==> config.mk <==
export PLATFORM = sky130hd
export DESIGN_NAME = fp_max_scan
export DESIGN_NICKNAME = d
export VERILOG_FILES = /design/src/rtl/fp_comp_pkg.sv /design/src/rtl/fp_gt.sv /design/src/rtl/fp_max_scan.sv
export SDC_FILE = /design/constraint.sdc
export NUM_CORES = 1
export LEC_CHECK = 0
export ABC_AREA = 1
export CELL_PAD_IN_SITES_DETAIL_PLACEMENT = 2
export CELL_PAD_IN_SITES_GLOBAL_PLACEMENT = 2
export CORE_ASPECT_RATIO = 0.6
export CORE_MARGIN = 3
export CORE_UTILIZATION = 31
export CTS_CLUSTER_DIAMETER = 60
export DETAILED_ROUTE_END_ITERATION = 6
export GPL_TIMING_DRIVEN = 0
export PLACE_DENSITY = 0.82
export SYNTH_ARGS = -nofsm -noshare
export SYNTH_HDL_FRONTEND = slang
export SYNTH_SLANG_ARGS = --single-unit
==> constraint.sdc <==
create_clock -name clk -period 3.1 [get_ports clk]
set_input_delay 0.93 -clock clk [delete_from_list [all_inputs] [get_ports clk]]
set_output_delay 0.93 -clock clk [all_outputs]
set_load 0.1 [all_outputs]
==> src/rtl/fp_comp_pkg.sv <==
`default_nettype none
// ============================================================================
// Module      : fp_comp_pkg
// Description : Shared constants for the 13-bit FP compare/scan block:
//               field widths, field bit positions and FSM state encoding.
// Revision    : 1.0 - initial release
// ============================================================================
package fp_comp_pkg;

    // Word format {sign, exp[3:0], frac[7:0]}
    localparam int FP_W   = 13;
    localparam int EXP_W  = 4;
    localparam int FRAC_W = 8;
    localparam int MAG_W  = EXP_W + FRAC_W;

    // Field bit positions
    localparam int SIGN_BIT = 12;
    localparam int EXP_HI   = 11;
    localparam int EXP_LO   = 8;
    localparam int FRAC_HI  = 7;
    localparam int FRAC_LO  = 0;

    // Scan sequencer state encoding
    localparam logic [1:0] c_ST_IDLE  = 2'd0;
    localparam logic [1:0] c_ST_FIRST = 2'd1;
    localparam logic [1:0] c_ST_SCAN  = 2'd2;
    localparam logic [1:0] c_ST_DONE  = 2'd3;

endpackage : fp_comp_pkg
`default_nettype wire

==> src/rtl/fp_gt.sv <==
`default_nettype none
// ============================================================================
// Module      : fp_gt
// Description : Combinational strict greater-than for 13-bit sign/magnitude
//               FP words. +0 and -0 compare equal.
// Revision    : 1.0 - initial release
// ============================================================================
module fp_gt
    import fp_comp_pkg::*;
(
    input  logic [FP_W-1:0] i_a,
    input  logic [FP_W-1:0] i_b,
    output logic            o_gt
);

    logic             w_a_sign;
    logic             w_b_sign;
    logic [MAG_W-1:0] w_a_mag;
    logic [MAG_W-1:0] w_b_mag;

    // {exp, frac} is monotonic in magnitude, so magnitudes compare unsigned
    always_comb begin
        w_a_sign = i_a[SIGN_BIT];
        w_b_sign = i_b[SIGN_BIT];
        w_a_mag  = i_a[EXP_HI:FRAC_LO];
        w_b_mag  = i_b[EXP_HI:FRAC_LO];
        o_gt     = 1'b0;
        case ({w_a_sign, w_b_sign})
            2'b00:   o_gt = (w_a_mag > w_b_mag);
            2'b11:   o_gt = (w_a_mag < w_b_mag);
            // a positive, b negative: greater unless both are zero
            2'b01:   o_gt = !((w_a_mag == '0) && (w_b_mag == '0));
            default: o_gt = 1'b0;
        endcase
    end

endmodule : fp_gt
`default_nettype wire

==> src/rtl/fp_max_scan.sv <==
`default_nettype none
// ============================================================================
// Module      : fp_max_scan
// Description : Streams a block of 1..N_MAX FP words through fp_gt and
//               returns the block maximum and the index of its first
//               occurrence over a valid/ready result port.
// Revision    : 1.0 - initial release
// ============================================================================
module fp_max_scan
    import fp_comp_pkg::*;
#(
    parameter int N_MAX = 16,
    parameter int IDX_W = 4,
    parameter int LEN_W = 5
) (
    input  logic             clk,
    input  logic             rst_n,
    input  logic             start,
    input  logic [LEN_W-1:0] len,
    input  logic             abort,
    input  logic             in_valid,
    input  logic [FP_W-1:0]  in_data,
    output logic             in_ready,
    output logic             out_valid,
    output logic [FP_W-1:0]  out_max,
    output logic [IDX_W-1:0] out_idx,
    input  logic             out_ready,
    output logic             busy,
    output logic             err
);

    logic [1:0]       r_state;
    logic [1:0]       w_state_next;
    logic [LEN_W-1:0] r_len;
    logic [LEN_W-1:0] r_cnt;
    logic [FP_W-1:0]  r_max;
    logic [IDX_W-1:0] r_idx;
    logic             r_err;
    logic             w_err_next;
    logic             w_len_ok;
    logic             w_accept;
    logic             w_gt;
    logic             w_last_beat;

    assign w_len_ok    = (len != '0) && (len <= LEN_W'(N_MAX));
    assign w_accept    = in_valid && ((r_state == c_ST_FIRST) || (r_state == c_ST_SCAN));
    assign w_last_beat = (r_cnt == (r_len - LEN_W'(1)));

    assign out_max = r_max;
    assign out_idx = r_idx;
    assign err     = r_err;

    fp_gt u_fp_gt (
        .i_a  (in_data),
        .i_b  (r_max),
        .o_gt (w_gt)
    );

    // State register and the registered illegal-length pulse
    always_ff @(posedge clk or negedge rst_n) begin
        if (!rst_n) begin
            r_state <= c_ST_IDLE;
            r_err   <= 1'b0;
        end else begin
            r_state <= w_state_next;
            r_err   <= w_err_next;
        end
    end

    // Next-state and handshake outputs; abort overrides every other event
    always_comb begin
        w_state_next = r_state;
        w_err_next   = 1'b0;
        in_ready     = (r_state == c_ST_FIRST) || (r_state == c_ST_SCAN);
        out_valid    = (r_state == c_ST_DONE);
        busy         = (r_state != c_ST_IDLE);
        if (abort) begin
            w_state_next = c_ST_IDLE;
        end else begin
            case (r_state)
                c_ST_IDLE: begin
                    if (start) begin
                        if (w_len_ok) w_state_next = c_ST_FIRST;
                        else          w_err_next   = 1'b1;
                    end
                end
                c_ST_FIRST: begin
                    if (w_accept) begin
                        w_state_next = (r_len == LEN_W'(1)) ? c_ST_DONE : c_ST_SCAN;
                    end
                end
                c_ST_SCAN: begin
                    if (w_accept && w_last_beat) w_state_next = c_ST_DONE;
                end
                c_ST_DONE: begin
                    if (out_ready) w_state_next = c_ST_IDLE;
                end
                default: w_state_next = c_ST_IDLE;
            endcase
        end
    end

    // Length latch, element counter and running max/index
    always_ff @(posedge clk or negedge rst_n) begin
        if (!rst_n) begin
            r_len <= '0;
            r_cnt <= '0;
            r_max <= '0;
            r_idx <= '0;
        end else if (!abort) begin
            if ((r_state == c_ST_IDLE) && start && w_len_ok) begin
                r_len <= len;
                r_cnt <= '0;
            end
            if (w_accept && (r_state == c_ST_FIRST)) begin
                r_max <= in_data;
                r_idx <= '0;
                r_cnt <= LEN_W'(1);
            end else if (w_accept && (r_state == c_ST_SCAN)) begin
                // Strict compare: ties keep the earlier index
                if (w_gt) begin
                    r_max <= in_data;
                    r_idx <= r_cnt[IDX_W-1:0];
                end
                r_cnt <= r_cnt + LEN_W'(1);
            end
        end
    end

endmodule : fp_max_scan
`default_nettype wire
==> impl_metrics.csv, run 1 <==
group,metric,value,unit
synth,synth-xor-area-share,0.0286,
synth,ys_warns,0,
critical_path,critical_path.max_fanout,5,
timing,slew_violations,0,
placed_design,buffer_ports.inserted,44,
timing,report.final.hold_viol_count,0,
grt,grt.overflow.total,0,
synth,post_synth_fa_ha_maj_area_fraction,0.117,
timing,finalSetupTns,0,ns
pwr,cellPowerDensity,1220,nW/um^2
floorplanning,fp.dieH,70.5,um
detailed_routing,number_of_iterations_in_the_first_detailed_routing_pass,4,
synth,synth_compound_gate_area_share,0.0594,
critical_path,critical_path.n_buffers_inverters,2,
timing,slew-limit-headroom,0.349,
cts,worstSkewPairLatency,0.28,ns
grt,antenna_found_initial,0,
floorplanning,core_area,6410,um^2
detailed_routing,vias,2053,
timing,post-route-worst-setup-slack,0.135,ns
synth,synth_most_common_cell,"sky130_fd_sc_hd__nand2_1",
cts,h-tree-depth,2,
floorplanning,fp-row-count,22,
synth,synthArstFlopShare,1.00,
timing,post_route_clock_skew,0.00399,ns
synth,synth_area_leader_cell,"sky130_fd_sc_hd__dfrtp_1",
hold_path,worst_hold_startpoint,"out_idx[2]",
detailed_routing,number_of_violations_reported_at_the_end_of_detailed_routing_iteration_0,66,
placed_design,place_area,2690,um^2
pwr,leakage,1.42,nW
cts,clock_sinks,30,
flow_run,max_cap_viols,0,
placed_design,detailedPlace.worstSlack,0.0426,ns
synth,ys_seq_elements,30,
critical_path,critPathCaptureType,"output port",
critical_path,worst-r2r-setup-slack,0.83,ns
detailed_routing,final_antenna_net_count,0,
grt,grt_first_pass_wirelength,12200,um
floorplanning,pin_count,45,
detailed_routing,wl_per_cell,17.4,um
hold_path,hold_path_end,"out_idx[2]",
timing,rsz0062_at_grt,"false",
critical_path,worstSetupPathType,"flip-flop to output port",
synth,netlist_instances,286,
final_layout,post_route_cells_drive_above_1_share,0.0801,
detailed_routing,drc_errors,0,
critical_path,rr_worst_depth,11,
synth,synth_mux_area_frac,0,
synth,synth.avg_cell_area,7.51,um^2
synth,edff_count_synth,0,
hold_path,hp-class,"flip-flop to flip-flop",
synth,primary_ff_master_synth,"sky130_fd_sc_hd__dfrtp_1",
detailed_routing,vias_per_cell,4.88,
cts,holdBufCountCts,0,
timing,setup_violations,0,
timing,max_clock_freq,337,MHz
floorplanning,die_area,7990,um^2
placed_design,place.gp.congestion,0.775,
floorplanning,floorplan.initialDensity,0.335,
critical_path,worst_ep_required_time,2.17,ns
final_layout,fin_area,2820,um^2
synth,yosysTopAreaCellShare,0.350,
critical_path,capture_instance_of_the_worst_register_to_register_path,"r_cnt[2]",
final_layout,nets,381,
pwr,power.ir.vdd_worst,0.772,mV
final_layout,final_core_utilization,0.439,
hold_path,count_of_cells_along_the_worst_hold_path,2,
grt,largest_net_degree_at_the_start_of_global_routing,31,
synth,synth_top_family_by_area,"simple AND/OR/NAND/NOR gates",
cts,cts_buffers,5,
cts,clk_path_buf_depth,2,
synth,synth_commonest_cells,"sky130_fd_sc_hd__nand2_1 (81), sky130_fd_sc_hd__inv_1 (45), sky130_fd_sc_hd__dfrtp_1 (30)",
synth,synth-simple-area-share,0.330,
placed_design,dp_hpwl,5620,um
cts,cts.clk_slew.worst_paths,0.05,ns
synth,seq_area_frac_synth,0.350,
grt,grt.total_usage,0.196,
critical_path,r2r_start,"r_state[0]",
critical_path,timing.critical_path.max_delay_family,"buffers and inverters",
status,status,"finished clean",
critical_path,worst-endpoint-arrival,2.03,ns
cts,cts_root_buffer,"sky130_fd_sc_hd__clkbuf_16",
synth,mappedNetlistNets,330,
grt,vias_in_the_first_global_route,2258,
timing,final_min_period_over_clock_period,0.956,
floorplanning,die_w,113,um
final_layout,antenna_cells,0,
final_layout,areaGrowthSynthToFinish,31.2,%
detailed_routing,drt_wirelength,7310,um
timing,worst-slew-pin-transition,0.974,ns
synth,ys_top_cells_by_area,"sky130_fd_sc_hd__dfrtp_1 (35%), sky130_fd_sc_hd__nand2_1 (14%), sky130_fd_sc_hd__ha_1 (12%)",
critical_path,critical_path.startpoint_type,"flip-flop",
synth,synth.cell_area,2150,um^2
critical_path,timing.critical_path.slowest_cell_delay,0.87,ns
synth,synth.lib_cells_used.distinct,28,
critical_path,crit_path_cells,"inv_1 -> ha_1 -> dlygate4sd2_1",
cts,tritoncts,"built",
critical_path,critPathSlowestCell,"sky130_fd_sc_hd__dlygate4sd2_1",
timing,min_period,2.96,ns
-- metrics by stage --
stage	power, W	std cells	hold slack, ns
3_5_place_dp	0.00300	414	0.469
4_1_cts	0.00348	421	0.488
3_3_place_gp	0.00292	414	0.465
5_1_grt	0.00371	421	0.526
6_report	0.00344	421	0.481
2_1_floorplan	0.00239	286	0.476
-- layout make-up --
type                            count  area (um^2)
Fill cell                         783         3600
Multi-Input combinational cell    203         1150
Sequential cell                    30          751
Timing Repair Buffer               44          433
Inverter                           46          173
Clock buffer                        7          133
Tap cell                           84          105
Buffer                              7         76.3
-- what timing repair did --
item                                    CTS  global route
hold endpoints to repair                  0             0
endpoints found under the setup margin    2             0
gates resized for setup                   2             0
setup buffers                             0             0
-- how the worst max path moves through the flow --
stage / end / from / slack [ns] / cells after the start
finish: in_ready / r_state[0] / 0.14 / 3
global route: in_ready / r_state[0] / 0.03 / 3
CTS: in_ready / r_state[0] / 0.11 / 3
detailed placement: out_max[9] / in_data[9] / 0.04 / 13
global placement: out_max[9] / in_data[9] / 0.07 / 13
floorplan: r_cnt[1] / r_state[0] / 0.62 / 11
-- tightest hold or removal path: cells and delay by family, from the launching register on --
kind,cells,cell delay [ns]
DFF,1,0.34
and+or+nand+nor,2,0.10
-- layout by cell type (no fill, tap or decap), types with 2 or more instances in the layout --
cell | synthesis | layout
sky130_fd_sc_hd__nand2_2 | 7 | 7
sky130_fd_sc_hd__ha_1 | 20 | 20
sky130_fd_sc_hd__nand2_1 | 81 | 81
sky130_fd_sc_hd__clkbuf_16 | 0 | 5
sky130_fd_sc_hd__nand3_2 | 2 | 2
sky130_fd_sc_hd__nor2_1 | 26 | 26
sky130_fd_sc_hd__xnor2_1 | 3 | 3
sky130_fd_sc_hd__a21oi_1 | 7 | 7
sky130_fd_sc_hd__inv_1 | 45 | 45
sky130_fd_sc_hd__clkbuf_8 | 3 | 3
sky130_fd_sc_hd__dfrtp_1 | 30 | 30
sky130_fd_sc_hd__clkbuf_1 | 1 | 3
sky130_fd_sc_hd__nor3_1 | 3 | 3
sky130_fd_sc_hd__clkdlybuf4s50_1 | 0 | 41
sky130_fd_sc_hd__nand3_4 | 2 | 2
sky130_fd_sc_hd__xor2_1 | 4 | 4
sky130_fd_sc_hd__dlygate4sd2_1 | 0 | 2
sky130_fd_sc_hd__nand3_1 | 7 | 7
sky130_fd_sc_hd__o21ai_0 | 12 | 12
sky130_fd_sc_hd__nand4_1 | 22 | 22
-- cells by family after synthesis --
group / Yosys count
compound gates: 23
xor+xnor: 7
fa+ha+maj: 20
buf+inv: 53
flops: 30
simple gates: 153
-- per-layer routing --
layer / track usage / vias to the layer above / routed length [um]
met1: 0.305 / 1001 / 4120
met2: 0.275 / 35 / 2890
li1: - / 1013 / -
met4: 0.0280 / 0 / 31
met5: 0 / - / 0
met3: 0.0476 / 4 / 269
-- power breakdown --
group / switching [W] / total (W) / internal [W]
clock network: 0.000171 / 0.000464 / 0.000293
registers: 0.000184 / 0.000733 / 0.000548
logic: 0.00165 / 0.00225 / 0.000598
-- sequential cells by signal (all words and copies together), names as in the netlist --
register / count
out_idx: 4
r_state: 2
err: 1
out_max: 13
r_cnt: 5
r_len: 5
Power figures use the tool's default switching activity.
==> run 2: changes to the inputs <==
- PLACE_DENSITY: 0.82 -> 0.83
==> run 2 against run 1 <==
Net effect:
- combinational power increased by 2%
- setup slack got worse by 0.048 ns
- die area unchanged
- sequential power increased by 1%
- routed wire length increased by 7.5%
- register-to-register slack got worse by 0.13 ns
- clock power increased by 4%
- clock-buffer cell count decreased by 1
- sequential share of layout area decreased by 0.071 points
- global-route usage increased by 1.5 points
==> impl_metrics.csv, run 2 (synthesis gave the netlist of run 1 again) <==
group,metric,value,unit
final_layout,final_instance_count_excl_fillers,420,
pwr,relative_contribution_of_sequential_cells_to_total_power,0.210,
pwr,clockPowerShare,0.137,
grt,grt.total_usage,0.211,
placed_design,place_inst,414,
pwr,power.ir.vdd_worst,0.979,mV
grt,largest_net_degree_at_the_start_of_global_routing,31,
timing,setup_violations,0,
final_layout,mostFrequentLayoutCell,"sky130_fd_sc_hd__nand2_1",
timing,final_min_period_over_clock_period,0.972,
floorplanning,core_area,6410,um^2
floorplanning,pin_count,45,
cts,holdBufCountCts,0,
cts,h-tree-depth,2,
timing,rsz0062_at_grt,"false",
final_layout,final_core_utilization,0.440,
detailed_routing,drc_errors,0,
pwr,cellPowerDensity,1250,nW/um^2
cts,cts_resized,2,
cts,post-cts-setup-buffer-count,0,
floorplanning,die_area,7990,um^2
detailed_routing,vias,2110,
placed_design,dp_hpwl,5930,um
hold_path,hp-class,"flip-flop to flip-flop",
critical_path,critPathCaptureType,"output port",
timing,slew-limit-headroom,0.334,
flow_run,max_cap_viols,0,
floorplanning,fp.dieH,70.5,um
critical_path,critical_path.startpoint_type,"flip-flop",
detailed_routing,vias_per_cell,5.02,
detailed_routing,number_of_violations_reported_at_the_end_of_detailed_routing_iteration_0,140,
final_layout,areaGrowthSynthToFinish,31.6,%
cts,tritoncts,"built",
detailed_routing,number_of_iterations_in_the_first_detailed_routing_pass,4,
timing,hold_ws,0.483,ns
pwr,p_sw_frac,0.584,
timing,report.final.hold_viol_count,0,
critical_path,worst-r2r-setup-slack,0.70,ns
detailed_routing,wl_per_cell,18.7,um
detailed_routing,drt_wirelength,7860,um
floorplanning,fp-row-count,22,
grt,vias_in_the_first_global_route,2321,
pwr,internal_power_consumption,0.00147,W
timing,max_clock_freq,332,MHz
detailed_routing,final_antenna_net_count,0,
final_layout,post_route_cells_drive_above_1_share,0.0833,
critical_path,crit_path_cells,"inv_1 -> ha_1 -> clkdlybuf4s15_1",
cts,cts_root_buffer,"sky130_fd_sc_hd__clkbuf_16",
final_layout,nets,381,
pwr,leakage,1.42,nW
critical_path,critical_path.max_fanout,5,
critical_path,critPathSlowestCell,"sky130_fd_sc_hd__clkdlybuf4s15_1",
timing,post_route_clock_skew,0.00683,ns
timing,min_period,3.01,ns
critical_path,worstSetupPathType,"flip-flop to output port",
final_layout,antenna_cells,0,
critical_path,worst_ep_required_time,2.17,ns
grt,grt.overflow.total,0,
floorplanning,die_w,113,um
pwr,comb_power_share,0.653,
final_layout,largest_register_ff_count,13,
placed_design,buffer_ports.inserted,44,
grt,grt_first_pass_wirelength,12900,um
timing,worst-slew-pin-transition,0.996,ns
status,status,"finished clean",
cts,clk_path_buf_depth,2,
pwr,power.net_switching,0.00206,W
critical_path,timing.critical_path.slowest_cell_delay,0.85,ns
final_layout,layout_common_cells,"sky130_fd_sc_hd__nand2_1 (81), sky130_fd_sc_hd__inv_1 (45), sky130_fd_sc_hd__clkdlybuf4s50_1 (41)",
floorplanning,floorplan.initialDensity,0.335,
cts,worstSkewPairLatency,0.28,ns
cts,cts_buffers,5,
cts,cts.clk_slew.worst_paths,0.05,ns
placed_design,place.gp.congestion,0.862,
grt,antenna_found_initial,0,
timing,slew_violations,0,
cts,clock_sinks,30,
critical_path,worst-endpoint-arrival,2.08,ns
==> run 2: cell count changes in the layout (fill, tap and decap cells not counted) <==
cell | previous run | this run
sky130_fd_sc_hd__clkdlybuf4s15_1 | 0 | 1
sky130_fd_sc_hd__clkbuf_1 | 3 | 1
sky130_fd_sc_hd__clkbuf_8 | 3 | 4
sky130_fd_sc_hd__dlygate4sd2_1 | 2 | 1
==> run 2: final cells by class <==
cell class	instances	area [um^2]
tap	84	105
inverter	46	173
multi-input combinational	203	1150
fill	751	3590
buffer	7	76.3
timing repair buffer	44	434
sequential	30	751
clock buffer	6	139
==> run 2: worst max-delay path, delay by kind of cell, from the launching register on <==
family | cells | cell delay (ns)
fa+ha+maj | 1 | 0.38
flops | 1 | 0.43
buf+inv | 2 | 0.99
==> run 2: worst paths after layout <==
kind,startpoint,to,cells past startpoint
worst max-delay path,r_state[0],in_ready,3
worst min-delay path,out_idx[1],out_idx[1],2
worst max register to register,r_state[0],r_cnt[1],11
worst min register to register,out_idx[1],out_idx[1],2
max in group asynchronous,rst_n,r_len[2],1
min in group asynchronous,rst_n,r_state[1],1
==> run 2: per-layer routing <==
layer	global-route usage	wire (um)
met1	0.310	4040
met2	0.324	3510
met3	0.0338	247
met4	0.0440	66
met5	0	0
==> run 2: power groups by stage <==
stage                     logic [W]  clock network [W]  registers [W]
after global placement      0.00219                  0       0.000730
after global routing        0.00248           0.000506       0.000768
final                       0.00230           0.000483       0.000742
after CTS                   0.00231           0.000489       0.000740
after floorplan            0.000975                  0        0.00141
after detailed placement    0.00228                  0       0.000743
==> run 2: stage by stage <==
stage	setup WS, ns	TNS [ns]	instance area, um^2	power (W)
floorplan	0.620	0	2150	0.00239
global route	0.0134	0	2830	0.00375
finish	0.0874	0	2830	0.00353
global placement	0.0771	0	2690	0.00292
detailed placement	-0.00850	-0.0130	2690	0.00302
CTS	0.0810	0	2820	0.00354
